[config.mk]
export PLATFORM = sky130hd
export DESIGN_NAME = ras_ckpt
export DESIGN_NICKNAME = d
export VERILOG_FILES = /design/src/rtl/ras_ckpt.sv
export SDC_FILE = /design/constraint.sdc
export NUM_CORES = 2
export LEC_CHECK = 0
export CELL_PAD_IN_SITES_DETAIL_PLACEMENT = 1
export CELL_PAD_IN_SITES_GLOBAL_PLACEMENT = 1
export CORE_ASPECT_RATIO = 0.9
export CORE_MARGIN = 2
export CORE_UTILIZATION = 45
export DETAILED_ROUTE_END_ITERATION = 10
export PLACE_DENSITY_LB_ADDON = 0.1
export RECOVER_POWER = 100
export SETUP_SLACK_MARGIN = 0.3
export SLEW_MARGIN = 20
export SYNTH_ARGS = -nofsm -noshare
export SYNTH_HDL_FRONTEND = slang
export SYNTH_SLANG_ARGS = --single-unit
export TNS_END_PERCENT = 10
[constraint.sdc]
create_clock -name clock -period 3.65 [get_ports clock]
set_input_delay 0.73 -clock clock [delete_from_list [all_inputs] [get_ports clock]]
set_output_delay 0.73 -clock clock [all_outputs]
set_load 0.01 [all_outputs]
[src/rtl/ras_ckpt.sv]
// Return-address stack for the fetch stage: circular entry array with pointer and occupancy,
// overflow/underflow pulses, same-cycle push bypass and checkpoint restore on flush.
module ras_ckpt #(
    parameter  int DW         = 64,
    parameter  int DEPTH      = 16,
    parameter  int BYPASS     = 1,
    parameter  int RESTORE_OP = 1,
    localparam int PW         = $clog2(DEPTH),
    localparam int CW         = $clog2(DEPTH + 1)
) (
    input  logic          clock,
    input  logic          reset_n,
    input  logic          stall_i,
    input  logic          push_i,
    input  logic          pop_i,
    input  logic [DW-1:0] push_data_i,
    input  logic          flush_i,
    input  logic [PW-1:0] flush_ptr_i,
    input  logic [CW-1:0] flush_cnt_i,
    output logic [DW-1:0] top_data_o,
    output logic          top_vld_o,
    output logic [PW-1:0] ckpt_ptr_o,
    output logic [CW-1:0] ckpt_cnt_o,
    output logic          ovf_o,
    output logic          udf_o
);

    localparam logic [CW-1:0] FULL = CW'(DEPTH);

    logic [DW-1:0] mem_q [DEPTH];
    logic [PW-1:0] ptr_q, ptr_d;
    logic [CW-1:0] cnt_q, cnt_d;
    logic          ovf_q, ovf_d;
    logic          udf_q, udf_d;

    logic          pshEff, popEff, bypassEn, wrEn;
    logic [PW-1:0] baseP, wrAddr, topIdx;
    logic [CW-1:0] baseC;

    // Next state is computed from the restored checkpoint when flushing, otherwise from the live state
    always_comb begin
        pshEff   = push_i & ~stall_i;
        popEff   = pop_i & ~stall_i;
        baseP    = flush_i ? flush_ptr_i : ptr_q;
        baseC    = flush_i ? ((flush_cnt_i > FULL) ? FULL : flush_cnt_i) : cnt_q;
        ptr_d    = baseP;
        cnt_d    = baseC;
        wrEn     = 1'b0;
        wrAddr   = baseP;
        ovf_d    = 1'b0;
        udf_d    = 1'b0;
        if (!flush_i || (RESTORE_OP != 0)) begin
            if (pshEff && popEff && (baseC != '0)) begin
                wrEn   = 1'b1;
                wrAddr = baseP - PW'(1);
            end else if (pshEff) begin
                wrEn   = 1'b1;
                wrAddr = baseP;
                ptr_d  = baseP + PW'(1);
                if (baseC == FULL) begin
                    ovf_d = 1'b1;
                end else begin
                    cnt_d = baseC + CW'(1);
                end
            end else if (popEff) begin
                if (baseC != '0) begin
                    ptr_d = baseP - PW'(1);
                    cnt_d = baseC - CW'(1);
                end else begin
                    udf_d = 1'b1;
                end
            end
        end
    end

    always_ff @(posedge clock or negedge reset_n) begin
        if (!reset_n) begin
            ptr_q <= '0;
            cnt_q <= '0;
            ovf_q <= 1'b0;
            udf_q <= 1'b0;
            for (int i = 0; i < DEPTH; i++) begin
                mem_q[i] <= '0;
            end
        end else begin
            ptr_q <= ptr_d;
            cnt_q <= cnt_d;
            ovf_q <= ovf_d;
            udf_q <= udf_d;
            if (wrEn) begin
                mem_q[wrAddr] <= push_data_i;
            end
        end
    end

    // Top view follows the registered pointer; a flush becomes visible one cycle later
    always_comb begin
        bypassEn   = (BYPASS != 0) && pshEff && !flush_i;
        topIdx     = ptr_q - PW'(1);
        top_data_o = bypassEn ? push_data_i : mem_q[topIdx];
        top_vld_o  = (cnt_q != '0) | bypassEn;
    end

    assign ckpt_ptr_o = ptr_d;
    assign ckpt_cnt_o = cnt_d;
    assign ovf_o      = ovf_q;
    assign udf_o      = udf_q;

endmodule
==> impl_metrics.tcl <==
set metrics [dict create \
    ir_drop_mv 0.5752 \
    wl_um 165100 \
    holdBufCountCts 0 \
    critPathSlowestCell "dfrtp_4" \
    rsz0062_at_grt "yes" \
    synth.net_count 3247 \
    overflow 0 \
    worstSetupStartpointType "flip-flop" \
    crit_family "multiplexers" \
    finalInstanceArea_um2 57020 \
    synthAdderAreaFrac_pct 0.1624 \
    worstPathMaxFanout 8 \
    synth_top_family_by_area "compound AO/OA/AOI/OAI gates" \
    worst_pin_slew_ns 2.283 \
    drv_cap 1 \
    vias 33595 \
    port_buffers 154 \
    holdWs_ns 0.4801 \
    synth_cell_types 51 \
    fin_nets 3560 \
    gp_congestion 0.8716 \
    drive_gt1_share_pct 29.24 \
    cts_buffers 111 \
    finalSetupViolCount 190 \
    violations "capacitance limit, slew limit, setup timing" \
    max_stage_delay_ns 0.54 \
    synth_xor_area_share_pct 0.2273 \
    synth_top_cell_by_area "dfrtp_1" \
    synth_mux_area_share_pct 17.46 \
    ys_ff_latch 1035 \
    status "complete, but fails checks" \
    grt_use_total_pct 31.76 \
    fillers 9405 \
    core-area_um2 101800 \
    relSlewSlack_pct -52.17 \
    grt_max_degree 104 \
    total_power_mw 52.40 \
    cts_root_buf "clkbuf_16" \
    cts_tree "yes" \
    clkLatencyLatePin_ns 0.71 \
    drtIter0Drc 2979 \
    rows 111 \
    ant_nets 0 \
    dpl_cell_area_um2 51840 \
    place_hpwl_um 97200 \
    synth_simple_gate_area_share_pct 2.820 \
    finalMaxSlewViolations 73 \
    dieArea_um2 105300 \
    clk_path_buf_depth 3 \
    viasPerCell 6.819 \
    antenna_found_initial 2 \
    start_util_pct 45.42 \
    finalWorstSetupSlack_ns -0.5906 \
    synth_top_flop_cell "dfrtp_1" \
    fmax_mhz 235.8 \
    path_buf_inv 7 \
    grt_pass1_vias 37245 \
    synth_compound_area_share_pct 20.04 \
    ys_seq_area_share_pct 56.01 \
    async_flop_share_pct 100.0 \
    finalCritPeriodShare_pct 116.2 \
    synth_top_area_share_pct 56.01 \
    htreeDepth 3 \
    grt_pass1_wl_um 250200 \
    antenna_cells 0 \
    cts_sinks 1035 \
    clk_pin_slew_ns 0.06 \
    min_period_ns 4.241 \
    synth_area_per_cell_um2 14.62 \
    netlist_area_um2 46240 \
    die_x_um 341.9 \
    setup_tns_ns -38.23 \
    place_inst 4642 \
    synth.area.top_cells "dfrtp_1, o2bb2ai_1, mux4_2" \
    hp-class "flip-flop to flip-flop" \
    syn2layout_area_growth_pct 23.33 \
    arrival_ns 3.51 \
    synthCells 3162 \
    cellPowerDensity_nw_per_um2 919.0 \
    finClkSkew_ns 0.02308 \
    worstPathRequired_ns 2.92 \
    drc 0 \
    yosysWarningCount 0 \
    crit_chain "inv_4 > ha_4 > buf_12 > buf_16 > buf_4 > buf_8 > buf_16 > mux4_2 > mux4_2 > mux2_4 > buf_6" \
    first_pass_iters 5 \
    die_y_um 308.1 \
    crit_type "flip-flop to output pin" \
    synth_edf_count 0 \
    ioPinCount 155 \
    post_drt_wl_per_cell_um 33.51 \
    postLayoutCoreUtil_pct 56.01 \
    end_kind "output pin" \
    hold_viol_final 0 \
    dp_slack_ns -0.4781 \
    p_leak_nw 23.55 \
    instances_no_fill 4927 \
]
[flip-flops by register name, summed over array words and instances (netlist names)]
register	count
mem_q	1024
cnt_q	5
ptr_q	4
ovf_o	1
udf_o	1
[power by group]
| part | leakage, nW | internal, mW | total (mW) | switching, mW |
|---|---|---|---|---|
| registers | 13.4 | 16.2 | 19.1 | 2.90 |
| logic | 8.23 | 12.6 | 21.4 | 8.74 |
| clock network | 1.89 | 6.98 | 11.9 | 4.92 |
[worst register-to-register path, delay by kind of cell (launching register included)]
kind	cells	cell delay, ns
simple gates	2	0.42
flops	1	0.54
mux	2	0.63
fa+ha+maj	1	0.26
compound gates	1	0.26
buf+inv	4	1.23
[repair_timing]
action | in CTS | in global routing
cloned | 14 | 2
resized for setup | 369 | 78
buffers inserted | 47 | 13
endpoints found under the setup margin | 74 | 122
pin swaps | 7 | 3
[synth_stat cells (all sizes together) (2+ instances only)]
master / n
nor2: 11
mux2i: 6
o21ai: 10
nor3: 3
xnor2: 10
o22ai: 5
mux2: 68
nand2: 286
buf: 215
a31oi: 3
nand4: 2
nor2b: 5
inv: 8
ha: 6
a22o: 2
clkbuf: 102
nand2b: 3
mux4: 320
o211ai: 2
o2bb2ai: 1024
dfrtp: 1035
xor2: 2
a21oi: 7
o22a: 4
nand3: 8
[cell type report]
class	count	area, um^2	area share [%]
clock buffer	162	3261	5.718
multi-input combinational	1802	19230	33.73
timing repair buffer	517	6310	11.07
tap	1356	1697	2.975
clock inverter	47	588.1	1.031
inverter	8	32.53	0.05705
sequential	1035	25900	45.43
[layer usage]
metal  wire, um  part of all wire [%]  vias to the layer above  track usage, %
li1           -                     -                    13371               -
met1      69850                    42                    18403           44.75
met2      76840                    47                     1460           49.27
met3      12940                   7.8                      359           6.910
met4       5468                   3.3                        2           10.22
met5         11                0.0067                        -               0
[worst paths after layout]
check / startpoint / end / slack [ns] / cells past startpoint
min in group asynchronous: reset_n / mem_q[212] / 0.66 / 1
min reg2reg: mem_q[648] / mem_q[648] / 0.48 / 1
max in group asynchronous: reset_n / mem_q[434] / 0.40 / 2
max: ptr_q[0] / top_data_o[23] / -0.59 / 11
min: mem_q[648] / mem_q[648] / 0.48 / 1
max reg2reg: ptr_q[0] / mem_q[895] / 0.21 / 10
[kinds of logic after synthesis]
| group | count (synthesis) |
|---|---|
| AOI/OAI and AO/OA | 1065 |
| DFF | 1035 |
| muxes | 394 |
| buffers and inverters | 325 |
| and+or+nand+nor | 325 |
| xor gates and xnor gates | 12 |
| adders and majority gates | 6 |
[layout by cell type (no fill, tap or decap), drive strengths merged, types with 10 or more instances in the layout]
master         netlist  layout
buf                215     389
bufinv               0      11
clkbuf             102     195
clkdlybuf4s50        0      76
clkinv               0      26
dfrtp             1035    1035
inv                  8      11
mux2                68      68
mux4               320     320
nand2              286     286
nor2                11      11
o21ai               10      10
o2bb2ai           1024    1024
xnor2               10      10
Power figures use the tool's default switching activity.
